`src/rtl/foobar_pkg.sv`:
```
`default_nettype none
// ============================================================================
//  Module      : foobar_pkg
//  Description : Shared defaults and types for the multi-divisor counter:
//                channel count, widths, default divisor table and the
//                snapshot handshake state encoding.
//  Revision    : 1.0 - initial release
// ============================================================================
package foobar_pkg;

    localparam int c_def_num_ch  = 4;
    localparam int c_def_tally_w = 8;
    localparam int c_def_step_w  = 8;
    localparam int c_div_w       = 8;
    localparam int c_max_div     = 255;

    // Default divisor table, ch0 in the least-significant byte.
    localparam logic [c_def_num_ch*c_div_w-1:0] c_def_divisors =
        {8'd7, 8'd5, 8'd3, 8'd2};

    typedef enum logic [0:0] {
        SNAP_IDLE = 1'b0,
        SNAP_HELD = 1'b1
    } snap_state_t;

endpackage : foobar_pkg
`default_nettype wire

```
`src/rtl/div_chan.sv`:
```
`default_nettype none
// ============================================================================
//  Module      : div_chan
//  Description : One divisor channel. Keeps a phase counter modulo DIV,
//                flags a hit when the phase is zero and tallies the hits
//                taken on enabled cycles, with sticky overflow.
//  Revision    : 1.0 - initial release
// ============================================================================
module div_chan
    import foobar_pkg::*;
#(
    parameter int DIV      = 2,
    parameter int TALLY_W  = 8,
    parameter int SATURATE = 1
) (
    input  logic               clk,
    input  logic               rst_n,
    input  logic               en,
    input  logic               clr,
    output logic               hit,
    output logic [TALLY_W-1:0] tally,
    output logic               ovf
);

    localparam logic [c_div_w-1:0] c_last    = c_div_w'(DIV - 1);
    localparam logic [c_div_w-1:0] c_ph_one  = c_div_w'(1);
    localparam logic [TALLY_W-1:0] c_tmax    = '1;
    localparam logic [TALLY_W-1:0] c_t_one   = TALLY_W'(1);

    logic [c_div_w-1:0] r_phase;
    logic [TALLY_W-1:0] r_tally;
    logic               r_ovf;
    logic               w_hit;

    // A phase of zero means the enabled-cycle count is a multiple of DIV.
    assign w_hit = (r_phase == '0);

    // Phase walks 0..DIV-1 on enabled cycles; a DIV of 1 pins it at zero.
    always_ff @(posedge clk or negedge rst_n) begin
        if (!rst_n) begin
            r_phase <= '0;
        end else if (clr) begin
            r_phase <= '0;
        end else if (en) begin
            r_phase <= (r_phase == c_last) ? '0 : (r_phase + c_ph_one);
        end
    end

    // Count hits on enabled cycles; at the top the tally holds or wraps and ovf latches.
    always_ff @(posedge clk or negedge rst_n) begin
        if (!rst_n) begin
            r_tally <= '0;
            r_ovf   <= 1'b0;
        end else if (clr) begin
            r_tally <= '0;
            r_ovf   <= 1'b0;
        end else if (en && w_hit) begin
            if (r_tally == c_tmax) begin
                r_ovf   <= 1'b1;
                r_tally <= (SATURATE != 0) ? c_tmax : '0;
            end else begin
                r_tally <= r_tally + c_t_one;
            end
        end
    end

    assign hit   = w_hit;
    assign tally = r_tally;
    assign ovf   = r_ovf;

endmodule : div_chan
`default_nettype wire

```
`src/rtl/multi_div_counter.sv`:
```
`default_nettype none
// ============================================================================
//  Module      : multi_div_counter
//  Description : Shared step counter feeding NUM_CH divisor channels, with
//                combined hit flag and a valid/ready snapshot of all tallies.
//  Revision    : 1.0 - initial release
// ============================================================================
module multi_div_counter
    import foobar_pkg::*;
#(
    parameter int                          NUM_CH   = c_def_num_ch,
    parameter int                          TALLY_W  = c_def_tally_w,
    parameter int                          STEP_W   = c_def_step_w,
    parameter logic [NUM_CH*c_div_w-1:0]   DIVISORS = c_def_divisors,
    parameter int                          SATURATE = 1
) (
    input  logic                        clk,
    input  logic                        rst_n,
    input  logic                        en,
    input  logic                        clr,
    output logic [STEP_W-1:0]           step,
    output logic [NUM_CH-1:0]           hit,
    output logic                        all_hit,
    output logic [NUM_CH*TALLY_W-1:0]   tally,
    output logic [NUM_CH-1:0]           ovf,
    input  logic                        snap_req,
    output logic                        snap_valid,
    input  logic                        snap_ready,
    output logic [NUM_CH*TALLY_W-1:0]   snap_data
);

    localparam logic [STEP_W-1:0] c_step_one = STEP_W'(1);

    logic [STEP_W-1:0]         r_step;
    logic [NUM_CH-1:0]         w_hit;
    logic [NUM_CH-1:0]         w_ovf;
    logic [NUM_CH*TALLY_W-1:0] w_tally;
    logic [NUM_CH*TALLY_W-1:0] r_snap_data;
    snap_state_t               r_snap_state;
    snap_state_t               w_snap_next;
    logic                      w_snap_load;

    // Free-running enabled-cycle count; its wrap is independent of channel phases.
    always_ff @(posedge clk or negedge rst_n) begin
        if (!rst_n) begin
            r_step <= '0;
        end else if (clr) begin
            r_step <= '0;
        end else if (en) begin
            r_step <= r_step + c_step_one;
        end
    end

    generate
        for (genvar g = 0; g < NUM_CH; g++) begin : g_chan
            div_chan #(
                .DIV      (int'(DIVISORS[g*c_div_w +: c_div_w])),
                .TALLY_W  (TALLY_W),
                .SATURATE (SATURATE)
            ) u_chan (
                .clk   (clk),
                .rst_n (rst_n),
                .en    (en),
                .clr   (clr),
                .hit   (w_hit[g]),
                .tally (w_tally[g*TALLY_W +: TALLY_W]),
                .ovf   (w_ovf[g])
            );
        end
    endgenerate

    // Snapshot state register; clr deliberately has no effect here.
    always_ff @(posedge clk or negedge rst_n) begin
        if (!rst_n) begin
            r_snap_state <= SNAP_IDLE;
        end else begin
            r_snap_state <= w_snap_next;
        end
    end

    // Accept a request only while empty; release the hold on consumer acceptance.
    always_comb begin
        w_snap_next = r_snap_state;
        w_snap_load = 1'b0;
        case (r_snap_state)
            SNAP_IDLE: begin
                if (snap_req) begin
                    w_snap_load = 1'b1;
                    w_snap_next = SNAP_HELD;
                end
            end
            SNAP_HELD: begin
                if (snap_ready) begin
                    w_snap_next = SNAP_IDLE;
                end
            end
            default: begin
                w_snap_next = SNAP_IDLE;
            end
        endcase
    end

    // Capture the pre-increment (and pre-clear) tallies of the request cycle.
    always_ff @(posedge clk or negedge rst_n) begin
        if (!rst_n) begin
            r_snap_data <= '0;
        end else if (w_snap_load) begin
            r_snap_data <= w_tally;
        end
    end

    assign step       = r_step;
    assign hit        = w_hit;
    assign all_hit    = &w_hit;
    assign tally      = w_tally;
    assign ovf        = w_ovf;
    assign snap_valid = (r_snap_state == SNAP_HELD);
    assign snap_data  = r_snap_data;

endmodule : multi_div_counter
`default_nettype wire
```
`config.mk`:
```
export PLATFORM = sky130hd
export DESIGN_NAME = multi_div_counter
export DESIGN_NICKNAME = d
export VERILOG_FILES = /design/src/rtl/foobar_pkg.sv /design/src/rtl/div_chan.sv /design/src/rtl/multi_div_counter.sv
export SDC_FILE = /design/constraint.sdc
export NUM_CORES = 1
export LEC_CHECK = 0
export BUFFER_PORTS_ARGS = -buffer_cell sky130_fd_sc_hd__buf_2
export CORE_ASPECT_RATIO = 1.4
export CORE_MARGIN = 5
export CORE_UTILIZATION = 51
export CTS_CLUSTER_DIAMETER = 80
export DETAILED_ROUTE_END_ITERATION = 10
export PLACE_DENSITY = 0.75
export SLEW_MARGIN = 30
export SYNTH_ARGS = -nofsm -noshare
export SYNTH_HDL_FRONTEND = slang
export SYNTH_SLANG_ARGS = --single-unit
```
`constraint.sdc`:
```
create_clock -name clk -period 1.65 [get_ports clk]
set_input_delay 0.0825 -clock clk [delete_from_list [all_inputs] [get_ports clk]]
set_output_delay 0.0825 -clock clk [all_outputs]
set_load 0.05 [all_outputs]
```
==> summary.md, run 1 <==
| Metric | Value |
|---|---|
| Setup WS pre-CTS | `-0.272 ns` |
| Seq/Total Area, Yosys | `roughly half` |
| Clock Latency Late Sink | `roughly 0.35 ns` |
| Synth top area cells | `dfrtp_1 50%, mux2_2 6.0%, ha_1 3.7%, xor2_1 3.4%, o21ai_0 2.8%` |
| Main synth FF type | `dfrtp_1` |
| RSZ-0062 raised after global routing | `yes` |
| GRT Total Usage | `around a fifth` |
| First-pass GRT wire length | `22.4 mm` |
| Pin count of the biggest net entering global routing | `110` |
| Crit path arrival time | `1.97 ns` |
| Pins Over Slew Limit | `0` |
| Final hold violation count | `0` |
| Post-Syn Area | `roughly 5400 um^2` |
| Register bit total from synthesis | `~110` |
| Drc violations | `0` |
| IO Pins | `88` |
| Slew @ Worst Pin | `roughly 0.57 ns` |
| Adder-cell share of the synthesized area | `approximately 3.7%` |
| Synth cell types | `58` |
| Syn Nets | `537` |
| Drt wl/cell | `16.4 um` |
| Post-synth EDFFs | `0` |
| Share of cells above drive strength 1 | `40.3%` |
| Max-cap viol count | `0` |
| Status | `finished with violations` |
| Worst setup EP type | `output pin` |
| Cts bufs inserted | `9` |
| Final Setup Violations | `27` |
| Count leader, synth | `dfrtp_1` |
| Worst hold path type | `input port to flip-flop` |
| Slack of the critical path | `-0.403 ns` |
| FMAX | `487 MHz` |
| Final GP Congestion | `roughly 0.9` |
| Die X | `roughly 97 um` |
| Ratio of total power to cell area | `a little under 900 nW/um^2` |
| Syn Inst Count | `approximately 520` |
| DP Wirelength | `9.23 mm` |
| Worst vdd ir | `between 600 and 700 uV` |
| Root Buffer | `clkbuf_16` |
| Initial Util | `52.2%` |
| Asr flop ratio synth | `100%` |
| Pre-Repair DR Iteration Count | `5` |
| Startpoint Class | `flip-flop` |
| Pwr Total | `between 0.006 and 0.007 W` |
| Most common library cells after synthesis | `109 x dfrtp_1, 39 x nor2_1, 36 x nand2_1` |
| Worst Path Required | `between 1.5 and 2 ns` |
| XOR/XNOR Fraction of Synth Area | `under 10%` |
| Buffers added on ports | `between 80 and 90` |
| Worst Skew | `0.00642 ns` |
| Mean Syn Cell Area | `about 11 um^2` |
| Synth Warn # | `0` |
| Main combinational cell family by area after synthesis | `simple AND/OR/NAND/NOR gates` |
| CORE AREA | `10400 um^2` |
| Synth Area in Simple Gates | `19.6%` |
| Violated checks | `setup timing` |
| Final net count | `between 600 and 700` |
| Clk pin slew, worst setup/hold paths | `about 0.070 ns` |
| Mux share of post-synthesis cell area | `between 6 and 7%` |
| Largest fanout on the critical path | `2` |
| CTS tree | `yes` |
| Grt ovf | `0` |
| Initial antenna violation count | `0` |
| DR vias | `about 4700` |
| DR iter-0 viols | `around 360` |
| Vias in the first global route | `approximately 4600` |
| Max H-tree Level | `3` |
| Clk sinks | `around 110` |
| Site Rows | `44` |
| Fin crit share | `124%` |
| Switching power | `0.00182 W` |
| Slew headroom | `62.0%` |
| P_int | `between 0.004 and 0.005 W` |
| Post-synthesis compound-gate area fraction | `10.8%` |
| Post-synth top area share | `between 50% and 60%` |
| Leakage power | `roughly 3.6 nW` |
| Die area | `12800 um^2` |
| Minimum clock period | `2.05 ns` |
| Combinational share of power | `between 15 and 20%` |
| Vias per std cell | `between 5 and 6` |
| Setup CP Type | `flip-flop to output pin` |
| Fillers | `744` |
| Area Overhead vs Synth | `32.5%` |
| Switching Share | `approximately 29%` |
| Die Y | `132 um` |
| # diodes | `0` |
| Max Root-Sink Buffers | `2` |
| Clk pwr share | `between 30 and 40%` |
| Post-Route WL | `approximately 13 mm` |
| Antenna-violating nets left | `0` |
| Synth area leader | `dfrtp_1` |
| Sequential fraction of design power | `45.0%` |
==> layout by cell type (no fill, tap or decap), types with 4 or more instances in the layout <==
cell | synthesis | routed
mux2i_1 | 4 | 4
nand4_1 | 22 | 22
clkbuf_16 | 0 | 9
buf_8 | 0 | 4
nand3_1 | 27 | 24
inv_1 | 18 | 14
o21ai_1 | 0 | 4
nor2_1 | 39 | 37
xnor2_1 | 8 | 8
buf_4 | 9 | 77
o21ai_2 | 1 | 5
nand2b_1 | 6 | 6
a311oi_1 | 8 | 7
inv_2 | 0 | 4
dfrtp_2 | 0 | 5
or3_1 | 8 | 8
nor4_2 | 1 | 4
and3_1 | 17 | 15
buf_2 | 3 | 81
a21oi_1 | 19 | 16
xor2_1 | 21 | 21
buf_6 | 3 | 8
a31oi_1 | 4 | 4
o21ai_0 | 30 | 22
ha_1 | 16 | 13
dfrtp_1 | 109 | 104
mux2_2 | 29 | 29
nor3_1 | 10 | 7
nand2_1 | 36 | 36
==> power by group through the flow <==
stage	Sequential, W	Combinational (W)	Clock [W]
after floorplan	0.00312	0.000446	0
after global placement	0.00286	0.00104	0
after detailed placement	0.00287	0.00106	0
after CTS	0.00282	0.00117	0.00226
after global routing	0.00283	0.00131	0.00238
final	0.00282	0.00122	0.00223
==> cell type report <==
type                    instances  area, um^2  area share [%]
clock buffers                  10         239            3.32
multi-input cells             362        2700            37.5
well taps                     138         173            2.40
clock inverters                 6        71.3           0.991
repair buffers                175        1210            16.9
inverters                      18        67.6           0.939
flip-flops and latches        109        2730            38.0
==> timing repair <==
item	CTS	global route
hold buffers	2	0
gates resized for setup	45	29
endpoints found under the hold margin	110	0
endpoints found under the setup margin	35	52
buffers inserted	8	10
pin swaps	14	21
==> kinds of logic after synthesis <==
family,count (synthesis)
and+or+nand+nor,194
DFF,109
AOI/OAI and AO/OA,90
buffers and inverters,44
muxes,33
xor gates and xnor gates,29
adders and majority gates,16
==> worst paths after layout <==
kind                                             startpoint                         to  slack (ns)  cells past startpoint
max in group asynchronous                             rst_n  g_chan[1].u_chan.tally[0]        0.84                      3
worst max-delay path            g_chan[3].u_chan.r_phase[1]                    all_hit       -0.40                      6
worst max register to register  g_chan[3].u_chan.r_phase[1]       g_chan[3].u_chan.ovf       -0.33                      8
worst min register to register                snap_data[21]              snap_data[21]        0.48                      2
worst min-delay path                                    clr                    step[4]        0.09                      2
min in group asynchronous                             rst_n  g_chan[3].u_chan.tally[1]        0.34                      3
==> flip-flops by register name, indices dropped and copies added, names as in the netlist <==
| name | flops |
|---|---|
| g_chan.u_chan.ovf | 4 |
| g_chan.u_chan.r_phase | 32 |
| g_chan.u_chan.tally | 32 |
| snap_data | 32 |
| snap_valid | 1 |
| step | 8 |
==> per-layer routing <==
layer	share of wire [%]	vias to the layer above	global-route usage, %	wire [um]
met5	0	-	0	0
met4	1.1	0	6.47	152
met3	4.4	15	3.92	591
met2	53	147	36.1	7130
met1	41	2313	26.5	5510
li1	-	2199	-	-
==> worst max-delay path: stages, from the launching register on <==
cell	delay (ns)
dfrtp_1	0.39
inv_2	0.09
ha_4	0.14
or4b_4	0.48
nor2_4	0.12
and4_4	0.24
buf_8	0.15
==> per-stage QoR <==
step	setup TNS, ns	util, %	hold WS, ns	std cells	cell area, um^2
after floorplan	-1.19	-	-0.213	515	5460
after global placement	-1.86	62.2	0.199	784	6470
after detailed placement	-3.48	62.2	0.205	784	6470
after CTS	-5.54	67.4	0.0901	810	7020
after global routing	-8.81	69.2	0.108	818	7200
final	-6.40	69.2	0.0906	818	7200
(Power assumes the default switching activity.)
==> inputs of run 2 (changes only) <==
--- a/config.mk
+++ b/config.mk
@@ -11,7 +11,7 @@
 export CORE_UTILIZATION = 51
 export CTS_CLUSTER_DIAMETER = 80
 export DETAILED_ROUTE_END_ITERATION = 10
-export PLACE_DENSITY = 0.75
+export PLACE_DENSITY_LB_ADDON = 0.2
 export SLEW_MARGIN = 30
 export SYNTH_ARGS = -nofsm -noshare
 export SYNTH_HDL_FRONTEND = slang
==> run 2 against run 1 <==
Net effect: the run still ends with setup timing left; sequential cell count did not move; hold slack improved by 0.079 ns; register-to-register slack got worse by 0.08 ns; largest power group unchanged.
==> summary.md, run 2 (synthesized netlist as in run 1, its figures left out) <==
| Metric | Value |
|---|---|
| Status | `finished with violations` |
| Violated checks | `setup timing` |
| Die X | `97.2 um` |
| Final hold violation count | `0` |
| DR iter-0 viols | `about 280` |
| Non-Filler Instances | `825` |
| Hold Slack | `between 0.15 and 0.2 ns` |
| GRT Total Usage | `22.7%` |
| CORE AREA | `~10000 um^2` |
| Die area | `between 10000 and 15000 um^2` |
| Minimum clock period | `2.06 ns` |
| Post-Route WL | `about 14 mm` |
| Pins Over Slew Limit | `0` |
| Vias in the first global route | `around 5000` |
| Drc violations | `0` |
| Root Buffer | `clkbuf_16` |
| Max H-tree Level | `3` |
| RSZ-0062 raised after global routing | `yes` |
| Slack of the critical path | `-0.410 ns` |
| Worst vdd ir | `roughly 670 uV` |
| Clk sinks | `109` |
| Final net count | `704` |
| Cts bufs inserted | `9` |
| Crit path arrival time | `2.30 ns` |
| Worst Skew | `about 0.0085 ns` |
| IO Pins | `88` |
| Antenna-violating nets left | `0` |
| FMAX | `486 MHz` |
| DR vias | `~4800` |
| Largest fanout on the critical path | `5` |
| Final GP Congestion | `0.866` |
| WP buf/inv | `2` |
| DP Wirelength | `9.85 mm` |
| Grt ovf | `0` |
| Fin crit share | `125%` |
| Pin count of the biggest net entering global routing | `just under 70` |
| Most common cell after layout, fill and taps aside | `dfrtp_1` |
| Worst Path Required | `1.89 ns` |
| # diodes | `0` |
| Slowest stage cell, crit path | `or4_4` |
| Final Setup Violations | `32` |
| Buffers added on ports | `87` |
| Share of cells above drive strength 1 | `between 40% and 50%` |
| CP dominant cell by count | `buf_6` |
| Initial antenna violation count | `0` |
| Slew headroom | `75.2%` |
| Crit path max-delay family | `simple AND/OR/NAND/NOR gates` |
| Final core occ | `between 70% and 80%` |
| Crit path cell chain | `or4_4, buf_6, buf_6, nor4_4, a41oi_1, a211oi_1` |
| Drt wl/cell | `approximately 17 um` |
| Worst stage delay on the critical path | `about 0.57 ns` |
| Site Rows | `between 40 and 50` |
| Pre-Repair DR Iteration Count | `5` |
| Setup CP Type | `flip-flop to flip-flop` |
| Die Y | `about 130 um` |
| Setup TNS | `-6.50 ns` |
| Max Root-Sink Buffers | `2` |
| Max-cap viol count | `0` |
| Ratio of total power to cell area | `866 nW/um^2` |
| Worst setup EP type | `flip-flop` |
| Vias per std cell | `between 5 and 6` |
| First-pass GRT wire length | `approximately 24 mm` |
| Most frequent cells in the layout | `104 x dfrtp_1, 81 x buf_2, 77 x buf_4` |
| Worst hold path type | `input port to flip-flop` |
| Slew @ Worst Pin | `0.372 ns` |
| Placed Cells | `about 790` |
| Leakage power | `3.64 nW` |
| Setup WS pre-CTS | `-0.250 ns` |
| Initial Util | `~52%` |
| CTS tree | `yes` |
| Clk pin slew, worst setup/hold paths | `roughly 0.080 ns` |
| Clock Latency Late Sink | `0.35 ns` |
| Area Overhead vs Synth | `35.5%` |
| Fillers | `roughly 760` |
| Startpoint Class | `flip-flop` |
[run 2: worst min-delay path, stage by stage]
cell and delay, ns:
buf_2 0.21, nand3_1 0.12, a21oi_1 0.06
[run 2: power breakdown]
part / switching (W) / internal [W]
Combinational: 0.000782 / 0.000487
Clock: 0.00104 / 0.00125
Sequential: 0.0000648 / 0.00275
Total: 0.00189 / 0.00449
[run 2: final timing paths]
| path | from | end | slack (ns) | cells after the start |
|---|---|---|---|---|
| worst min-delay path | en | g_chan[1].u_chan.r_phase[1] | 0.17 | 3 |
| max in group asynchronous | rst_n | g_chan[1].u_chan.tally[0] | 1.03 | 3 |
| worst max register to register | g_chan[2].u_chan.r_phase[5] | g_chan[2].u_chan.tally[3] | -0.41 | 6 |
| worst max-delay path | g_chan[2].u_chan.r_phase[5] | g_chan[2].u_chan.tally[3] | -0.41 | 6 |
| worst min register to register | snap_data[21] | snap_data[21] | 0.48 | 2 |
| min in group asynchronous | rst_n | snap_data[31] | 0.25 | 3 |
[run 2: what timing repair did]
action	CTS	global route
hold buffers	3	0
pin swaps	15	21
hold endpoints to repair	111	0
buffers inserted	15	10
resized for setup	62	36
endpoints found under the setup margin	39	51
[run 2: cell type report]
| class | count | area [um^2] | share of cell area (%) |
|---|---|---|---|
| inverters | 18 | 67.6 | 0.918 |
| clock buffers | 10 | 239 | 3.25 |
| well taps | 138 | 173 | 2.35 |
| flip-flops and latches | 109 | 2730 | 37.1 |
| repair buffers | 182 | 1300 | 17.7 |
| multi-input cells | 362 | 2770 | 37.6 |
| clock inverters | 6 | 76.3 | 1.04 |
[run 2: through the flow]
step	power, W	instance area (um^2)
4_1_cts	0.00634	7190
3_3_place_gp	0.00391	6490
5_1_grt	0.00661	7360
6_report	0.00638	7360
2_1_floorplan	0.00356	5460
3_5_place_dp	0.00394	6490
[run 2: metal layers]
| layer | GRT usage [%] | wire length, um | up-vias |
|---|---|---|---|
| met3 | 3.18 | 675 | 26 |
| li1 | - | - | 2210 |
| met5 | 0 | 0 | - |
| met2 | 41.1 | 7660 | 149 |
| met1 | 27.5 | 5720 | 2393 |
| met4 | 8.16 | 359 | 0 |
==> inputs of run 3 (changes only) <==
--- a/config.mk
+++ b/config.mk
@@ -11,7 +11,7 @@
 export CORE_UTILIZATION = 51
 export CTS_CLUSTER_DIAMETER = 80
 export DETAILED_ROUTE_END_ITERATION = 10
-export PLACE_DENSITY_LB_ADDON = 0.2
+export PLACE_DENSITY = 0.76
 export SLEW_MARGIN = 30
 export SYNTH_ARGS = -nofsm -noshare
 export SYNTH_HDL_FRONTEND = slang
==> run 3 against run 2 <==
Net effect: highest routed layer unchanged; power up 0.17%; via count grew 2.9%; sequential share of layout area fell by 0.52 points; the run still ends with setup timing left; non-clock buffer count increased by 9; clock power is 2% lower; clock skew barely moved; count of clock-buffer cells in the layout unchanged; cell area up 1.4%.
==> summary.md, run 3 (synthesized netlist as in run 1, its figures left out) <==
| Metric | Value |
|---|---|
| Status | `finished with violations` |
| Violated checks | `setup timing` |
| DR iter-0 viols | `between 300 and 400` |
| # diodes | `0` |
| FMAX | `492 MHz` |
| Post-route cell area | `between 7000 and 8000 um^2` |
| Area Overhead vs Synth | `37.4%` |
| Slew @ Worst Pin | `between 0.4 and 0.5 ns` |
| Cts bufs inserted | `9` |
| Placed cell areas | `about 6500 um^2` |
| Final Setup Violations | `44` |
| Vias in the first global route | `just under 5000` |
| Slew headroom | `69.8%` |
| Drt wl/cell | `18.2 um` |
| Max-cap viol count | `0` |
| Worst Skew | `0.00898 ns` |
| Most frequent cells in the layout | `104 x dfrtp_1, 85 x buf_4, 81 x buf_2` |
| Clock Latency Late Sink | `~0.36 ns` |
| Non-Filler Instances | `834` |
| Max H-tree Level | `3` |
| Minimum clock period | `2.03 ns` |
| Final GP Congestion | `0.894` |
| Drc violations | `0` |
| Final net count | `713` |
| Die area | `12800 um^2` |
| DR vias | `between 4000 and 5000` |
| Post-Route WL | `approximately 15 mm` |
| Initial Util | `between 50 and 60%` |
| Share of cells above drive strength 1 | `44.0%` |
| First-pass GRT wire length | `23.8 mm` |
| Grt ovf | `0` |
| Crit path arrival time | `between 1.5 and 2 ns` |
| Setup CP Type | `flip-flop to output pin` |
| Ratio of total power to cell area | `between 800 and 900 nW/um^2` |
| Slack of the critical path | `-0.383 ns` |
| Placed Cells | `between 700 and 800` |
| IO Pins | `88` |
| DP Wirelength | `approximately 9.8 mm` |
| Site Rows | `44` |
| Root Buffer | `clkbuf_16` |
| Most common cell after layout, fill and taps aside | `dfrtp_1` |
| Pre-Repair DR Iteration Count | `4` |
| Worst setup EP type | `output pin` |
| Worst vdd ir | `between 500 and 600 uV` |
| Clk sinks | `109` |
| Pins Over Slew Limit | `0` |
| CTS tree | `yes` |
| Leakage power | `between 3 and 4 nW` |
| Initial antenna violation count | `0` |
| Clk pin slew, worst setup/hold paths | `~0.07 ns` |
| R2R cell count | `5` |
| Fin crit share | `123%` |
| Vias per std cell | `5.89` |
| RSZ-0062 raised after global routing | `yes` |
| GRT Total Usage | `between 20% and 30%` |
| Worst hold path stage count | `2` |
| Buffers added on ports | `between 80 and 90` |
| CORE AREA | `10400 um^2` |
| Die X | `97.2 um` |
| Worst hold path type | `input port to flip-flop` |
| Final hold violation count | `0` |
| Max Root-Sink Buffers | `2` |
| Worst Path Required | `approximately 1.6 ns` |
| Startpoint Class | `flip-flop` |
| Antenna-violating nets left | `0` |
| Die Y | `132 um` |
| Pin count of the biggest net entering global routing | `56` |
| Reg2Reg Setup Slack | `-0.31 ns` |
| Largest fanout on the critical path | `2` |
==> run 3: cell types whose count changed in the layout (fill, tap and decap cells not counted), sizes merged <==
cell         delta
clkinvlp        +2
dlygate4sd3     -1
buf            +10
inv             -2
==> run 3: what timing repair did <==
item,4_1_cts,5_1_grt
setup endpoints to repair,39,56
hold endpoints to repair,110,0
hold buffers,2,0
buffers inserted,13,17
pin swaps,21,22
gates resized for setup,58,53
==> run 3: layout make-up <==
| cell class | instances | area, um^2 |
|---|---|---|
| inverters | 18 | 67.6 |
| fillers | 715 | 2940 |
| clock inverters | 6 | 71.3 |
| well taps | 138 | 173 |
| multi-input cells | 362 | 2810 |
| clock buffers | 10 | 239 |
| repair buffers | 191 | 1370 |
| flip-flops and latches | 109 | 2730 |
==> run 3: worst paths after layout <==
| path | start | to |
|---|---|---|
| worst max-delay path | g_chan[2].u_chan.r_phase[5] | all_hit |
| worst min-delay path | en | g_chan[0].u_chan.r_phase[2] |
| worst max register to register | g_chan[2].u_chan.r_phase[5] | g_chan[2].u_chan.tally[6] |
| worst min register to register | snap_data[21] | snap_data[21] |
| max in group asynchronous | rst_n | snap_data[3] |
| min in group asynchronous | rst_n | g_chan[3].u_chan.tally[7] |
==> run 3: power by group <==
part / internal (W) / switching [W] / leakage (nW)
Sequential: 0.00275 / 0.0000691 / 1.50
Clock: 0.00123 / 0.00102 / 0.145
Combinational: 0.000509 / 0.000803 / 2.02
==> run 3: critical path, cell delays in order, from the launching register on <==
cell and delay [ns]:
dfrtp_1 0.39, or4_4 0.56, nor3_4 0.14, buf_6 0.12, and4_4 0.23, buf_8 0.15
==> run 3: metrics by stage <==
step	utilization, %	hold slack, ns	total power [W]	setup slack [ns]	setup TNS [ns]
floorplan	-	-0.213	0.00356	-0.120	-1.19
global placement	62.6	0.107	0.00391	-0.145	-2.09
detailed placement	62.6	0.111	0.00394	-0.219	-3.49
CTS	68.7	0.164	0.00628	-0.364	-4.84
global route	71.7	0.192	0.00661	-0.426	-10.35
finish	71.7	0.183	0.00639	-0.383	-7.51
==> run 3: metal layers <==
| metal | share of wire (%) | wire, um | vias to the layer above | GRT usage, % |
|---|---|---|---|---|
| met3 | 5.9 | 900 | 34 | 4.18 |
| met5 | 0 | 0 | - | 0 |
| li1 | - | - | 2214 | - |
| met1 | 38 | 5810 | 2484 | 26.5 |
| met2 | 54 | 8170 | 183 | 40.0 |
| met4 | 2.1 | 323 | 0 | 8.55 |
